$ cat src/rtl/circle_job_sched.sv
// Queues circle draw jobs and runs them one at a time on a single circle engine,
// pulsing the engine's reset before each job and aborting jobs that overrun a cycle budget.
module circle_job_sched #(
  parameter int unsigned DEPTH      = 4,
  parameter int unsigned MAX_CYCLES = 4096
) (
  input  logic        clk,
  input  logic        rst,
  input  logic        req_valid,
  output logic        req_ready,
  input  logic [2:0]  req_colour,
  input  logic [7:0]  req_cx,
  input  logic [6:0]  req_cy,
  input  logic [7:0]  req_radius,
  output logic        eng_rst_n,
  output logic        eng_start,
  output logic [2:0]  eng_colour,
  output logic [7:0]  eng_cx,
  output logic [6:0]  eng_cy,
  output logic [7:0]  eng_radius,
  input  logic        eng_done,
  input  logic [7:0]  eng_x,
  input  logic [6:0]  eng_y,
  input  logic        eng_plot,
  output logic [7:0]  vga_x,
  output logic [6:0]  vga_y,
  output logic [2:0]  vga_colour,
  output logic        vga_plot,
  output logic        busy,
  output logic [7:0]  jobs_done,
  output logic [15:0] pixels,
  output logic        err
);
  localparam int unsigned PtrW = $clog2(DEPTH);
  localparam int unsigned WdW  = $clog2(MAX_CYCLES);
  localparam logic [PtrW:0]  Full   = (PtrW + 1)'(DEPTH);
  localparam logic [WdW-1:0] WdLast = WdW'(MAX_CYCLES - 1);

  typedef enum logic [1:0] {StIdle, StClr, StRun, StDrain} state_e;

  state_e          r_state, w_state_next;
  logic [25:0]     r_mem [DEPTH];
  logic [PtrW-1:0] r_wptr, r_rptr;
  logic [PtrW:0]   r_count;
  logic [25:0]     r_job;
  logic [WdW-1:0]  r_wdog;
  logic [7:0]      r_jobs_done;
  logic [15:0]     r_pixels;
  logic            r_err;
  logic            w_push, w_pop, w_wd_hit, w_clr;

  assign req_ready = (r_count != Full);
  assign w_push    = req_valid && req_ready;
  assign w_pop     = (r_state == StIdle) && (r_count != '0);
  assign w_wd_hit  = (r_wdog == WdLast);

  always_comb begin
    w_state_next = r_state;
    eng_start    = 1'b0;
    w_clr        = 1'b0;
    unique case (r_state)
      StIdle:  if (w_pop) w_state_next = StClr;
      StClr: begin
        w_clr        = 1'b1;
        w_state_next = StRun;
      end
      StRun: begin
        eng_start = 1'b1;
        if (eng_done || w_wd_hit) w_state_next = StDrain;
      end
      StDrain: w_state_next = StIdle;
      default: w_state_next = StIdle;
    endcase
  end

  always_ff @(posedge clk or posedge rst) begin
    if (rst) r_state <= StIdle;
    else     r_state <= w_state_next;
  end

  // Storage needs no reset: only entries below count are ever read.
  always_ff @(posedge clk) begin
    if (w_push) r_mem[r_wptr] <= {req_colour, req_cx, req_cy, req_radius};
  end

  always_ff @(posedge clk or posedge rst) begin
    if (rst) begin
      r_wptr  <= '0;
      r_rptr  <= '0;
      r_count <= '0;
      r_job   <= '0;
    end else begin
      if (w_push) r_wptr <= r_wptr + PtrW'(1);
      if (w_pop) begin
        r_rptr <= r_rptr + PtrW'(1);
        r_job  <= r_mem[r_rptr];
      end
      case ({w_push, w_pop})
        2'b10:   r_count <= r_count + (PtrW + 1)'(1);
        2'b01:   r_count <= r_count - (PtrW + 1)'(1);
        default: r_count <= r_count;
      endcase
    end
  end

  // Watchdog holds at its limit rather than wrapping; DRAIN always follows.
  always_ff @(posedge clk or posedge rst) begin
    if (rst) begin
      r_wdog <= '0;
    end else if (r_state == StRun && !w_wd_hit) begin
      r_wdog <= r_wdog + WdW'(1);
    end else if (r_state == StDrain) begin
      r_wdog <= '0;
    end
  end

  always_ff @(posedge clk or posedge rst) begin
    if (rst) begin
      r_jobs_done <= '0;
      r_pixels    <= '0;
      r_err       <= 1'b0;
    end else begin
      if (r_state == StRun && eng_done) r_jobs_done <= r_jobs_done + 8'd1;
      else if (r_state == StRun && w_wd_hit) r_err <= 1'b1;
      if (vga_plot && r_pixels != 16'hFFFF) r_pixels <= r_pixels + 16'd1;
    end
  end

  assign eng_rst_n = ~rst & ~w_clr;
  assign {eng_colour, eng_cx, eng_cy, eng_radius} = r_job;
  assign vga_x      = eng_x;
  assign vga_y      = eng_y;
  assign vga_colour = eng_colour;
  assign vga_plot   = eng_plot & eng_start;
  assign busy       = (r_count != '0) || (r_state != StIdle);
  assign jobs_done  = r_jobs_done;
  assign pixels     = r_pixels;
  assign err        = r_err;

endmodule

$ cat config.mk
export PLATFORM = sky130hd
export DESIGN_NAME = circle_job_sched
export DESIGN_NICKNAME = d
export VERILOG_FILES = /design/src/rtl/circle_job_sched.sv
export SDC_FILE = /design/constraint.sdc
export NUM_CORES = 1
export LEC_CHECK = 0
export CELL_PAD_IN_SITES_DETAIL_PLACEMENT = 1
export CELL_PAD_IN_SITES_GLOBAL_PLACEMENT = 1
export CORE_MARGIN = 2
export CORE_UTILIZATION = 48
export DETAILED_ROUTE_END_ITERATION = 12
export GPL_TIMING_DRIVEN = 0
export MAX_ROUTING_LAYER = met4
export PLACE_DENSITY_LB_ADDON = 0.2
export SLEW_MARGIN = 20
export SYNTH_ARGS = -nofsm -noshare
export SYNTH_HDL_FRONTEND = slang
export SYNTH_SLANG_ARGS = --single-unit
$ cat constraint.sdc
create_clock -name clk -period 3.92 [get_ports clk]
set_input_delay 0.392 -clock clk [delete_from_list [all_inputs] [get_ports clk]]
set_output_delay 0.392 -clock clk [all_outputs]
set_load 0.01 [all_outputs]
==> out/qor.csv, run 1 <==
stage,metric,value,unit
timing,fin_crit,2.658,ns
synth,synth.avg_cell_area,17.09,um^2
synth,ys_ff_latch,176,
synth,synthTopCellsByArea,"edfxtp_1 (42%), dfrtp_1 (24%), mux4_2 (5.5%)",
synth,synth_seq_area_share,66.26,%
die,die_y,128.4,um
status,outcome,completed,
worst_setup_path,start_kind,register,
synth,ys_warn_count,0,
global_route,grt-ovfl-total,0,
cts,htreeDepth,4,
flow_run,cap_violations,0,
die,floorplan.initialDensity,49.07,%
global_route,grt_antenna_before_repair,0,
routing,drt_iter0_markers,208,
worst_setup_path,ff2ff_setup_slack,1.26,ns
routing,viasPerCell,5.524,
placed_design,dp_slack,1.277,ns
worst_setup_path,cp.arrival,2.99,ns
worst_setup_path,timing.rr.start,r_state[0]$_DFFE_PP0P_,
cts,clk_pin_slew,0.06,ns
synth,ys_top_cells_by_count,"edfxtp_1 (104), dfrtp_1 (72), buf_4 (23)",
timing,hold_viol,0,
routing,routedWlPerCell,20.42,um
cts,cts-root-buf,clkbuf_16,
power,total_power,6.764,mW
die,die_w,128.4,um
global_route,grt_start_max_net_pins,45,
timing,fin_skew,0.01117,ns
synth,synth_top_area_cell,edfxtp_1,
die,die_area,16500,um^2
cells_and_area,fill_cells,1358,
timing,worstMarginPinSlew,0.6026,ns
placed_design,gp_congestion,0.7831,
timing,post-route-period-util,67.81,%
synth,async_reset_ff_share,40.91,%
cts,clk_path_buf_depth,2,
timing,setup_slack,1.262,ns
timing,finalSetupViolCount,0,
die,rows,45,
cts,hold_buffers,0,
cells_and_area,finalNonFillerCells,764,
synth,synth_nets,494,
die,core_area,15150,um^2
cts,cts.repair.resized,0,
cells_and_area,final_core_util,61.95,%
worst_setup_path,reg2reg_to,r_count[2]$_DFFE_PP0P_,
timing,maxSlewViolCount,0,
timing,max_freq,376.2,MHz
cts,cts_buffers,17,
worst_setup_path,worstPathRequired,4.26,ns
worst_setup_path,r2r_cells,11,
die,num_io_pins,120,
synth,postSynthCellCount,435,
cells_and_area,layout-area-overhead-vs-synth,26.25,%
global_route,grt_pass1_wl,24980,um
worst_setup_path,crit_type,register to register,
cts,clk-insertion-delay-late,0.42,ns
timing,fin_setup_tns,0,ns
cells_and_area,antenna_cells,0,
cells_and_area,drive_gt1_share,22.74,%
cells_and_area,ff_latch_area,4925,um^2
routing,drc,0,
routing,ant_nets,0,
cts,cts_tree,yes,
timing,rsz0062_at_grt,false,
synth,yosysMostFrequentCell,edfxtp_1,
synth,yosys.cell_types.count,56,
placed_design,dp.cells,732,
routing,wirelength,15600,um
routing,firstDrtPassIters,6,
cells_and_area,nets,622,
cells_and_area,multi_input_area,2206,um^2
worst_setup_path,crit_path_end_kind,register,
synth,synth_flop_cell,edfxtp_1,
timing,slew_headroom,59.83,%
cts,cts_setup_buffers,0,
synth,yosysTopAreaCellShare,42.02,%
global_route,grt_pass1_vias,4598,
power,ir_drop,0.3581,mV
synth,netlist_area,7432,um^2
power,powerDensity,720.9,nW/um^2
placed_design,place_hpwl,10380,um
routing,vias,4220,
synth,synth_edf_count,104,
global_route,track_usage,20.86,%
placed_design,io_buffers,104,
power,leakagePower,3.636,nW
cts,clock_sinks,176,
worst_setup_path,path_max_fanout,10,
hold_path,hold_class,input pin to asynchronous set/reset pin,
## sequential cells by signal, summed over array words and instances (netlist names)
register   flops
r_count        3
r_state        2
r_rptr         2
r_wptr         2
r_job         26
r_mem        104
r_wdog        12
jobs_done      8
pixels        16
err            1
## logic make-up after synthesis
kind of cell | synth area share, %
AOI/OAI and AO/OA | 2.845
and+or+nand+nor | 6.600
muxes | 14.34
buffers and inverters | 4.125
xor gates and xnor gates | 3.535
DFF | 66.26
adders and majority gates | 2.290
## placed cells by master (no fill, tap or decap), types with 3 or more instances in the layout
cell / n
a21oi_1: 6
and2_1: 4
and3_1: 3
and3_2: 4
and4_1: 3
buf_12: 4
buf_16: 3
buf_2: 3
buf_4: 23
clkbuf_1: 3
clkbuf_16: 17
clkdlybuf4s50_1: 104
clkinv_2: 4
clkinvlp_4: 3
dfrtp_1: 72
edfxtp_1: 104
ha_1: 12
inv_1: 12
inv_6: 4
mux2_2: 11
mux2_4: 19
mux2i_1: 3
mux4_1: 8
mux4_2: 18
nand2_1: 19
nand3_1: 11
nand4_1: 12
nor2_1: 7
nor3_1: 4
o211ai_1: 3
o21ai_0: 4
xnor2_1: 14
xor2_1: 16
## where the power goes
part | leakage (nW) | total (mW) | switching, mW | internal [mW]
Combinational | 1.52 | 2.43 | 1.06 | 1.37
Sequential | 1.85 | 2.77 | 0.293 | 2.48
Clock | 0.262 | 1.57 | 0.691 | 0.875
Total | 3.64 | 6.76 | 2.05 | 4.72
## worst max path at each step
stage	slack, ns	start	depth (start not counted)	endpoint
after floorplan	1.70	rst	1	err$_DFFE_PP0P_
after global placement	0.15	rst	2	r_job[11]$_DFFE_PP0P_
after detailed placement	1.28	r_state[0]$_DFFE_PP0P_	11	r_count[2]$_DFFE_PP0P_
after CTS	1.24	r_state[0]$_DFFE_PP0P_	11	r_count[2]$_DFFE_PP0P_
after global routing	1.10	r_state[0]$_DFFE_PP0P_	11	r_count[2]$_DFFE_PP0P_
final	1.26	r_state[0]$_DFFE_PP0P_	11	r_count[2]$_DFFE_PP0P_
## per-stage QoR
stage          instance area (um^2)  hold WS (ns)
2_1_floorplan                  7432        0.4700
3_3_place_gp                   8708        0.4555
3_5_place_dp                   8838        0.4585
4_1_cts                        9383        0.4555
5_1_grt                        9383        0.4889
6_report                       9383        0.4390
## worst max-delay path, cell delays in order, from the launching register on
cell	delay (ns)
dfrtp_1	0.42
inv_1	0.10
ha_1	0.26
nand2b_2	0.12
inv_2	0.23
buf_4	0.30
ha_1	0.22
inv_1	0.06
fa_1	0.37
xor2_1	0.16
nor2_1	0.15
xor2_1	0.18
## per-layer routing
layer | wire (um) | global-route usage, % | part of all wire [%] | up-vias
li1 | - | - | - | 1902
met1 | 6537 | 25.31 | 42 | 2203
met2 | 8298 | 35.86 | 53 | 101
met3 | 591 | 4.491 | 3.8 | 14
met4 | 176 | 5.236 | 1.1 | 0
met5 | 0 | - | 0 | -
## final cells by class
type | count | share of cell area [%]
buffer | 31 | 2.707
clock buffer | 19 | 4.614
clock inverter | 13 | 1.187
inverter | 14 | 0.5867
multi-input combinational | 214 | 23.51
sequential | 176 | 52.49
tap | 188 | 2.507
timing repair buffer | 109 | 12.40
(Power assumes the default switching activity.)
==> inputs of run 2 (changes only) <==
--- a/config.mk
+++ b/config.mk
@@ -8,7 +8,7 @@
 export CELL_PAD_IN_SITES_DETAIL_PLACEMENT = 1
 export CELL_PAD_IN_SITES_GLOBAL_PLACEMENT = 1
 export CORE_MARGIN = 2
-export CORE_UTILIZATION = 48
+export CORE_UTILIZATION = 45
 export DETAILED_ROUTE_END_ITERATION = 12
 export GPL_TIMING_DRIVEN = 0
 export MAX_ROUTING_LAYER = met4
==> constraint.sdc (replaced) <==
create_clock -name clk -period 2.8 [get_ports clk]
set_input_delay 0.28 -clock clk [delete_from_list [all_inputs] [get_ports clk]]
set_output_delay 0.28 -clock clk [all_outputs]
set_load 0.01 [all_outputs]
==> run 2 against run 1 <==
  * Final cell count up 3.7%
  * Final area rose by 0.76%
  * Clock skew fell by 0.0038 ns
  * Sequential power grew 40%
  * Die area is 6.5% higher
  * Critical path depth stayed put
  * Non-clock buffer count is the same
==> out/qor.csv, run 2 (synthesis results as in run 1) <==
stage,metric,value,unit,change
die,num_io_pins,120,,unchanged
routing,topRoutingLayerUsed,met4,,unchanged
global_route,track_usage,19.68,%,was 20.86%
routing,wl_met1,6641,um,was 6537 um
cts,cts_setup_buffers,0,,unchanged
die,die_w,132.5,um,was 128.4 um
cells_and_area,fill_cells,1487,,was 1358
die,rows,46,,was 45
cells_and_area,drive_gt1_share,23.09,%,was 22.74%
worst_setup_path,crit_type,register to register,,unchanged
global_route,grt-ovfl-total,0,,unchanged
global_route,grt_pass1_wl,25410,um,was 24980 um
timing,max_freq,390.2,MHz,was 376.2 MHz
die,floorplan.initialDensity,46.45,%,was 49.07%
worst_setup_path,r2r_cells,11,,unchanged
timing,fin_setup_tns,0,ns,unchanged
routing,wl_met3,771,um,was 591 um
timing,finalSetupViolCount,0,,unchanged
routing,vias,4241,,was 4220
routing,routedWlPerCell,20.26,um,was 20.42 um
global_route,grt_pass1_vias,4584,,was 4598
cells_and_area,largest_register_ffs,104,,unchanged
cts,cts.repair.resized,0,,unchanged
hold_path,hold_class,input pin to asynchronous set/reset pin,,unchanged
routing,drt_iter0_markers,209,,was 208
routing,viasPerCell,5.355,,was 5.524
cells_and_area,layout-area-overhead-vs-synth,27.21,%,was 26.25%
global_route,grt_start_max_net_pins,45,,unchanged
power,powerDensity,1014,nW/um^2,was 720.9 nW/um^2
cts,htreeDepth,4,,unchanged
timing,rsz0062_at_grt,false,,unchanged
global_route,grt_antenna_before_repair,0,,unchanged
cts,clock_sinks,176,,unchanged
routing,wl_met2,8334,um,was 8298 um
die,core_area,16000,um^2,was 15150 um^2
routing,wirelength,16040,um,was 15600 um
routing,firstDrtPassIters,4,,was 6
cells_and_area,regMostFlops,r_mem,,unchanged
power,ir_drop,0.6113,mV,was 0.3581 mV
cts,clk_path_buf_depth,2,,unchanged
timing,hold_ws,0.3192,ns,was 0.4390 ns
cells_and_area,nets,622,,unchanged
cts,cts-root-buf,clkbuf_16,,unchanged
cts,cts_buffers,17,,unchanged
worst_setup_path,worstPathRequired,3.16,ns,was 4.26 ns
cts,hold_buffers,0,,unchanged
placed_design,placed_cell_area,8881,um^2,was 8838 um^2
placed_design,dp_slack,0.2460,ns,was 1.277 ns
worst_setup_path,timing.rr.start,r_state[0]$_DFFE_PP0P_,,unchanged
cts,clk-insertion-delay-late,0.44,ns,was 0.42 ns
routing,ant_nets,0,,unchanged
flow_run,cap_violations,0,,unchanged
worst_setup_path,ff2ff_setup_slack,0.24,ns,was 1.26 ns
die,die_y,132.5,um,was 128.4 um
cts,cts_tree,yes,,unchanged
routing,drc,0,,unchanged
placed_design,place_hpwl,10840,um,was 10380 um
placed_design,io_buffers,104,,unchanged
status,outcome,completed,,unchanged
worst_setup_path,cp.arrival,2.92,ns,was 2.99 ns
worst_setup_path,reg2reg_to,r_count[2]$_DFFE_PP0P_,,unchanged
placed_design,gp_congestion,0.7956,,was 0.7831
power,leakagePower,3.650,nW,was 3.636 nW
timing,slew_headroom,58.46,%,was 59.83%
timing,worstMarginPinSlew,0.6231,ns,was 0.6026 ns
die,die_area,17560,um^2,was 16500 um^2
worst_setup_path,path_max_fanout,10,,unchanged
cells_and_area,fin_area,9454,um^2,was 9383 um^2
timing,fin_skew,0.007353,ns,was 0.01117 ns
worst_setup_path,start_kind,register,,unchanged
timing,maxSlewViolCount,0,,unchanged
cts,clk_pin_slew,0.07,ns,was 0.06 ns
cells_and_area,final_cell_mix,"clkdlybuf4s50_1 (104), edfxtp_1 (104), dfrtp_1 (72)",,unchanged
timing,setup_slack,0.2371,ns,was 1.262 ns
worst_setup_path,crit_path_end_kind,register,,unchanged
timing,post-route-period-util,91.53,%,was 67.81%
timing,hold_viol,0,,unchanged
cells_and_area,antenna_cells,0,,unchanged
timing,fin_crit,2.563,ns,was 2.658 ns
## run 2: changes by cell type in the layout (fill, tap and decap cells not counted), sizes merged
| cell | delta |
|---|---|
| clkinv | +1 |
| inv | -1 |
## run 2: how the worst max path moves through the flow
| stage | startpoint | end | slack [ns] | cells past startpoint |
|---|---|---|---|---|
| 2_1_floorplan | r_state[0]$_DFFE_PP0P_ | r_count[2]$_DFFE_PP0P_ | 0.62 | 11 |
| 3_3_place_gp | rst | r_job[12]$_DFFE_PP0P_ | -0.87 | 2 |
| 3_5_place_dp | r_state[0]$_DFFE_PP0P_ | r_count[2]$_DFFE_PP0P_ | 0.25 | 11 |
| 4_1_cts | r_state[0]$_DFFE_PP0P_ | r_count[2]$_DFFE_PP0P_ | 0.21 | 11 |
| 5_1_grt | r_state[1]$_DFFE_PP0P_ | r_count[2]$_DFFE_PP0P_ | 0.09 | 11 |
| 6_report | r_state[0]$_DFFE_PP0P_ | r_count[2]$_DFFE_PP0P_ | 0.24 | 11 |
## run 2: report_power, final
group	internal, mW	switching (mW)
sequential	3.46	0.403
combinational	1.93	1.49
clock	1.26	1.04
## run 2: stage by stage
stage | cells | utilization (%) | power (mW)
final | 792 | 59.09 | 9.589
after global routing | 792 | 59.09 | 10.07
after CTS | 792 | 59.09 | 9.716
after detailed placement | 760 | 55.51 | 7.354
after global placement | 755 | 54.64 | 7.085
after floorplan | 435 | - | 5.935
## run 2: metal layers
| metal | vias to the layer above | global-route usage (%) |
|---|---|---|
| met4 | 0 | 7.288 |
| met2 | 126 | 32.41 |
| met5 | - | - |
| li1 | 1900 | - |
| met1 | 2196 | 23.55 |
| met3 | 19 | 4.943 |
## run 2: critical path: stages, from the launching register on
cell and delay, ns:
dfrtp_1 0.42, inv_1 0.10, ha_1 0.26, nand2b_2 0.11
inv_2 0.22, buf_4 0.29, ha_1 0.22, inv_1 0.07
fa_1 0.38, xor2_1 0.15, nor2_1 0.11, xor2_1 0.16
## run 2: layout make-up
class                      count  area, um^2  share of cell area [%]
clock inverter                13       130.1                   1.376
clock buffer                  19       442.9                   4.685
sequential                   176        4925                   52.09
timing repair buffer         109        1171                   12.39
tap                          216       270.3                   2.859
inverter                      14       55.05                  0.5823
buffer                        31       254.0                   2.687
multi-input combinational    214        2206                   23.33
==> inputs of run 3 (changes only) <==
--- a/config.mk
+++ b/config.mk
@@ -5,6 +5,7 @@
 export SDC_FILE = /design/constraint.sdc
 export NUM_CORES = 1
 export LEC_CHECK = 0
+export CAP_MARGIN = 10
 export CELL_PAD_IN_SITES_DETAIL_PLACEMENT = 1
 export CELL_PAD_IN_SITES_GLOBAL_PLACEMENT = 1
 export CORE_MARGIN = 2
==> results of run 3 <==
Final layout, timing and power as in run 2 (identical DEF).
